==> config.mk <==
export PLATFORM = sky130hd
export DESIGN_NAME = pc_redirect_controller
export DESIGN_NICKNAME = d
export VERILOG_FILES = /design/src/rtl/pc_redirect_controller.sv
export SDC_FILE = /design/constraint.sdc
export NUM_CORES = 1
export LEC_CHECK = 0
export BUFFER_PORTS_ARGS = -buffer_cell sky130_fd_sc_hd__buf_2
export CELL_PAD_IN_SITES_DETAIL_PLACEMENT = 1
export CELL_PAD_IN_SITES_GLOBAL_PLACEMENT = 2
export CORE_MARGIN = 2
export CORE_UTILIZATION = 31
export DETAILED_ROUTE_END_ITERATION = 10
export GPL_TIMING_DRIVEN = 0
export PLACE_DENSITY = 0.95
export SLEW_MARGIN = 5
export SYNTH_ARGS = -nofsm -noshare
export SYNTH_HDL_FRONTEND = slang
export SYNTH_SLANG_ARGS = --single-unit
==> constraint.sdc <==
create_clock -name CLK -period 3.75 [get_ports CLK]
set_input_delay 0.75 -clock CLK [delete_from_list [all_inputs] [get_ports CLK]]
set_output_delay 0.75 -clock CLK [all_outputs]
set_load 0.05 [all_outputs]
==> src/rtl/pc_redirect_controller.sv <==
// pc_redirect_controller
//   Steers the fetch PC and the pipeline-register hold/flush controls for a
//   classic five-stage pipeline. It arbitrates between three sources:
//   branch/jump redirects from EX, load-use bubbles from ID, and data-memory
//   back-pressure. A redirect that arrives while memory is busy is parked in
//   PEND_ADDR and applied on the first cycle the memory frees up.
//
// Ports
//   CLK, RESET             clock and synchronous active-high reset
//   REDIRECT_REQ/ADDR      one-cycle redirect pulse and its target from EX
//   LOAD_USE               load-use hazard seen in ID
//   MEM_BUSY               data memory stall; the whole pipeline freezes
//   PC_WRITE_EN, PC_SEL    PC register enable and PC mux select (1 = target)
//   PC_NEXT_ADDR           redirect target presented to the PC mux
//   *_FLUSH                turn IF/ID or ID/EX into a NOP
//   *_HOLD                 freeze the named pipeline register
//   REDIRECT_CNT/STALL_CNT saturating performance counters
module pc_redirect_controller #(
  parameter int CNT_W = 16
) (
  input  logic             CLK,
  input  logic             RESET,
  input  logic             REDIRECT_REQ,
  input  logic [31:0]      REDIRECT_ADDR,
  input  logic             LOAD_USE,
  input  logic             MEM_BUSY,
  output logic             PC_WRITE_EN,
  output logic             PC_SEL,
  output logic [31:0]      PC_NEXT_ADDR,
  output logic             IF_ID_FLUSH,
  output logic             ID_EX_FLUSH,
  output logic             IF_ID_HOLD,
  output logic             ID_EX_HOLD,
  output logic             EX_MEM_HOLD,
  output logic             MEM_WB_HOLD,
  output logic [CNT_W-1:0] REDIRECT_CNT,
  output logic [CNT_W-1:0] STALL_CNT
);

  typedef enum logic [1:0] {
    ST_RUN      = 2'd0,
    ST_MEM_WAIT = 2'd1,
    ST_PENDING  = 2'd2
  } state_t;

  state_t             state_q, state_d;
  logic [31:0]        pend_addr_q, pend_addr_d;
  logic [CNT_W-1:0]   redirect_cnt_q, redirect_cnt_d;
  logic [CNT_W-1:0]   stall_cnt_q, stall_cnt_d;

  // Next-state and Mealy output logic. Outputs react to the current inputs
  // in the same cycle so a redirect or stall costs no extra latency.
  // MEM_WAIT behaves exactly like RUN once memory is free; while memory is
  // busy (in either state) redirects and load-use requests are dropped,
  // except that RUN captures a redirect into PEND_ADDR so it is not lost.
  always_comb begin
    state_d     = state_q;
    pend_addr_d = pend_addr_q;
    PC_WRITE_EN = 1'b1;
    PC_SEL      = 1'b0;
    IF_ID_FLUSH = 1'b0;
    ID_EX_FLUSH = 1'b0;
    IF_ID_HOLD  = 1'b0;
    ID_EX_HOLD  = 1'b0;
    EX_MEM_HOLD = 1'b0;
    MEM_WB_HOLD = 1'b0;

    if (RESET) begin
      // Keep the PC still and feed NOPs into the front of the pipe; any
      // parked redirect is thrown away.
      PC_WRITE_EN = 1'b0;
      IF_ID_FLUSH = 1'b1;
      ID_EX_FLUSH = 1'b1;
      state_d     = ST_RUN;
      pend_addr_d = 32'h0;
    end else begin
      case (state_q)
        ST_PENDING: begin
          if (MEM_BUSY) begin
            PC_WRITE_EN = 1'b0;
            IF_ID_HOLD  = 1'b1;
            ID_EX_HOLD  = 1'b1;
            EX_MEM_HOLD = 1'b1;
            MEM_WB_HOLD = 1'b1;
          end else begin
            PC_SEL      = 1'b1;
            IF_ID_FLUSH = 1'b1;
            ID_EX_FLUSH = 1'b1;
            state_d     = ST_RUN;
          end
        end
        ST_RUN, ST_MEM_WAIT: begin
          if (MEM_BUSY) begin
            PC_WRITE_EN = 1'b0;
            IF_ID_HOLD  = 1'b1;
            ID_EX_HOLD  = 1'b1;
            EX_MEM_HOLD = 1'b1;
            MEM_WB_HOLD = 1'b1;
            if ((state_q == ST_RUN) && REDIRECT_REQ) begin
              pend_addr_d = REDIRECT_ADDR;
              state_d     = ST_PENDING;
            end else begin
              state_d     = ST_MEM_WAIT;
            end
          end else begin
            state_d = ST_RUN;
            if (REDIRECT_REQ) begin
              // Redirect wins over load-use: the hazarding instruction is
              // on the wrong path and is flushed anyway.
              PC_SEL      = 1'b1;
              IF_ID_FLUSH = 1'b1;
              ID_EX_FLUSH = 1'b1;
            end else if (LOAD_USE) begin
              PC_WRITE_EN = 1'b0;
              IF_ID_HOLD  = 1'b1;
              ID_EX_FLUSH = 1'b1;
            end
          end
        end
        default: begin
          state_d = ST_RUN;
        end
      endcase
    end
  end

  // The target mux does not depend on PC_SEL so the bus stays stable.
  assign PC_NEXT_ADDR = (state_q == ST_PENDING) ? pend_addr_q : REDIRECT_ADDR;

  // Saturating counters; they stop at all-ones instead of wrapping.
  always_comb begin
    redirect_cnt_d = redirect_cnt_q;
    stall_cnt_d    = stall_cnt_q;
    if (RESET) begin
      redirect_cnt_d = '0;
      stall_cnt_d    = '0;
    end else begin
      if (PC_SEL && (redirect_cnt_q != {CNT_W{1'b1}})) begin
        redirect_cnt_d = redirect_cnt_q + 1'b1;
      end
      if (!PC_WRITE_EN && (stall_cnt_q != {CNT_W{1'b1}})) begin
        stall_cnt_d = stall_cnt_q + 1'b1;
      end
    end
  end

  // All clocked state: FSM state, parked redirect target and counters.
  // Reset values come through the _d logic above.
  always_ff @(posedge CLK) begin
    state_q        <= state_d;
    pend_addr_q    <= pend_addr_d;
    redirect_cnt_q <= redirect_cnt_d;
    stall_cnt_q    <= stall_cnt_d;
  end

  assign REDIRECT_CNT = redirect_cnt_q;
  assign STALL_CNT    = stall_cnt_q;

endmodule

# == Word level (Yosys, flattened, before mapping) ==
# Index checks and enable logic that the tools add are counted.
# totals
register_bits,66
out_inout_bits,72
wordCells,47
# classes
mux,28
reduce_logical,8
eq_ne,5
add_sub_neg,2
# op_table
op,n
"16-bit by 1-bit adder with 16-bit output, second input constant",2
32-bit 2-to-1 mux,1
"16-bit inequality test, second input constant",2
1-bit 2-to-1 mux,19
1-bit case mux with 2 select lines,4
2-bit 2-to-1 mux,3
2-bit case mux with 2 select lines,1
1-bit logical AND,3
3-bit AND reduction,1
3-bit OR reduction,1
"2-bit by 1-bit equality test with 1-bit output, second input constant",1
"2-bit equality test, second input constant",1
2-bit zero test,1
"2-bit inequality test, second input constant",1
2-bit OR reduction,1
1-bit zero test,1

# == Depth between registers and ports, before layout ==
# depth
depth_word,7
mapped_depth,7
ltp_nobuf,6

# == Worst setup path after synthesis ==
# OpenSTA, ideal clock, no wires.
# synth_timing
path_type,in2out
from,in RESET
to,out ID_EX_HOLD
path_stages,4
arrival_time_ns,2.097
path_buffers,1
setup_slack_ns,0.903
cell_sequence,inv_1 -> nand2_1 -> a21oi_1 -> buf_4
# synth_via
elab_chain_cells,1
# synth_lines
element,line,rtl
"start, declared",22,"input logic RESET,"
1-bit 2-to-1 mux,n/a,
"end, declared",33,"output logic ID_EX_HOLD,"
# No other way between the ends.

# == Worst setup path after layout ==
# layout_timing
from,reg state_q[1]
to,out PC_NEXT_ADDR[21]
# layout_via
elab_chain_cells,2
# layout_lines
element,line,rtl
"start, declared",46,"state_t state_q, state_d;"
"start signal, assigned",150,state_q <= state_d;
2-bit equality test,128,assign PC_NEXT_ADDR = (state_q == ST_PENDING) ? pend_addr_q : REDIRECT_ADDR;
32-bit 2-to-1 mux,128,
"end, declared",29,"output logic [31:0] PC_NEXT_ADDR,"
# No other way between the ends.

==> out/metrics.cfg <==
[status]
status=finished clean

[pwr]
p_total_mw=1.653
peakVddDrop_mv=0.2047
leakage_nw=1.691
power_density_nw_per_um2=399.2

[place]
numPortBuffers=108
gp_congestion=0.7660
place_hpwl_um=7022

[yosys]
netlist_area_um2=3238
synth_top_area_share_pct=40.80
synth_seq_cells=66
ys_warn_count=0
yosys.area.top_type=dfxtp_1
syn_area_per_cell_um2=8.389
synth_edf_count=0
yosys-top-cells-area=dfxtp_1 (41%), mux2_2 (11%), nand2_1 (9.4%)
synthesis.instances=386
seq_area_frac_synth_pct=40.80
synth_cell_types=43
async_flop_share_pct=0
synth_fp_nets=425
ys.flop_type=dfxtp_1

[clock_tree]
cts_tree=built
cts_resized=0
cts.path.max_buffers=2
h-tree-depth=3
clkTransAtPathRegs_ns=0.07
cts.sinks=66
insertion_delay_ns=0.33
ctsHoldBuffers=0
cts_root_buf=clkbuf_8
cts_setup_buffers=0
cts_made_buffers=9

[setup_path]
critPathBufInv=4
worstSetupPathType=reg -> out
critPathMaxStageDelay_ns=0.48
worstPathCellList=buf_6, nand2b_1, buf_2, buf_1, mux2_2, buf_2
cp-start-kind=register
cp.arrival_ns=2.15
crit_fanout=10
cpLargestDelayFamily=buffers and inverters
required_ns=3.00
end_kind=output pin
crit_top_cell=buf_2
critPathSlowestCell=buf_1

[sta]
fmax_mhz=345.3
setup_violations=0
rsz0062_at_grt=no
finalClockSkew_ns=0.01444
slew_headroom_pct=56.92
post-route-min-period_ns=2.896
hold_viol_final=0
tightest_slew_ns=0.6448
tns_ns=0
fin_crit_sh_pct=77.23
slew_viol_final=0

[cells_and_area]
final_common_cell=buf_2
area_delta_synth_final_pct=27.90
final_cell_mix=buf_2 (110), nand2_1 (81), dfxtp_1 (66), a21oi_1 (43), mux2_2 (32)
nets=544
diodes=0
drive_gt1_share_pct=33.46

[global_route]
grt_pass1_vias=3167
track_usage_pct=16.59
antenna_found_initial=1
grt_start_max_net_pins=11
grt-ovfl-total=0
grt_pass1_wl_um=15210

[detailed_routing]
antenna_left=0
drc=0
drtPass1Iterations=4
avgRoutedWirePerCell_um=14.51
drt_iter0_drc=95
viasPerCell=4.913
vias=3164
drt-total-wl_um=9346

[die]
initial_core_util_pct=31.65
core-area_um2=10230
die_x_um=106.2
rows=37
die_area_um2=11280
ios=109
die_y_um=106.2

[flow_run]
maxCapViolCount=0

[min_path]
hold_path.class=reg -> reg

[per-stage QoR]
step	worst slack, ns	utilization (%)	std cells	instance area (um^2)	hold slack (ns)
CTS	0.8056	40.48	644	4141	0.4587
detailed placement	0.9308	38.60	630	3949	0.4481
global route	0.6933	40.48	644	4141	0.4756
global placement	0.9261	38.60	630	3949	0.4401
finish	0.8540	40.48	644	4141	0.4552
floorplan	0.9028	-	386	3238	0.4338
[path summary, 6_finish.rpt]
check | from | endpoint | slack (ns) | cells after the start
worst max register to register | REDIRECT_CNT[3] | REDIRECT_CNT[14] | 1.63 | 6
worst min register to register | pend_addr_q[5] | pend_addr_q[5] | 0.46 | 2
worst max-delay path | state_q[1] | PC_NEXT_ADDR[21] | 0.85 | 6
worst min-delay path | pend_addr_q[5] | pend_addr_q[5] | 0.46 | 2
[power breakdown]
group	internal (mW)	switching [mW]	leakage, nW
Clock	0.337	0.257	0.0946
Combinational	0.0934	0.228	1.06
Sequential	0.723	0.0153	0.536
[kinds of logic after synthesis]
group	share of synthesized area, %
mux	11.75
flops	40.80
fa+ha+maj	0.7727
xor+xnor	5.410
buf+inv	3.902
simple gates	26.00
compound gates	11.36
[layout make-up]
type | instances | area [um^2]
buffer | 23 | 111.4
clock buffer | 12 | 155.1
clock inverter | 2 | 37.54
fill | 1279 | 6090
inverter | 4 | 15.01
multi-input combinational | 293 | 1790
sequential | 66 | 1321
tap | 136 | 170.2
timing repair buffer | 108 | 540.5
[layer usage]
layer / share of wire [%] / track usage [%] / up-vias
met5: 0 / 0 / -
met4: 1.2 / 5.827 / 0
met3: 4.7 / 3.372 / 9
met2: 49 / 28.57 / 73
met1: 45 / 20.51 / 1510
li1: - / - / 1572
[sequential cells by signal, summed over array words and instances (netlist names)]
signal and count:
REDIRECT_CNT 16, STALL_CNT 16, pend_addr_q 32, state_q 2
[Yosys cell counts, types with 4 or more instances]
library cell	number
a211oi_1	5
xnor2_1	14
nand4_1	10
nor2_1	29
xor2_1	6
nand3_1	13
nand2_1	81
inv_1	4
nor3_1	7
a21oi_1	43
mux2_2	32
dfxtp_1	66
buf_1	4
o21ai_0	4
clkbuf_1	13
nor4_1	5
and3_1	4
[worst register-to-register path, cell delays in order (launching register included)]
cell and delay (ns):
dfxtp_1 0.44, nand4_1 0.40, or4_1 0.63, buf_2 0.19
nand3_1 0.12, xor2_1 0.16, nor2_1 0.05
No activity file was read; power rests on OpenSTA's default activity.
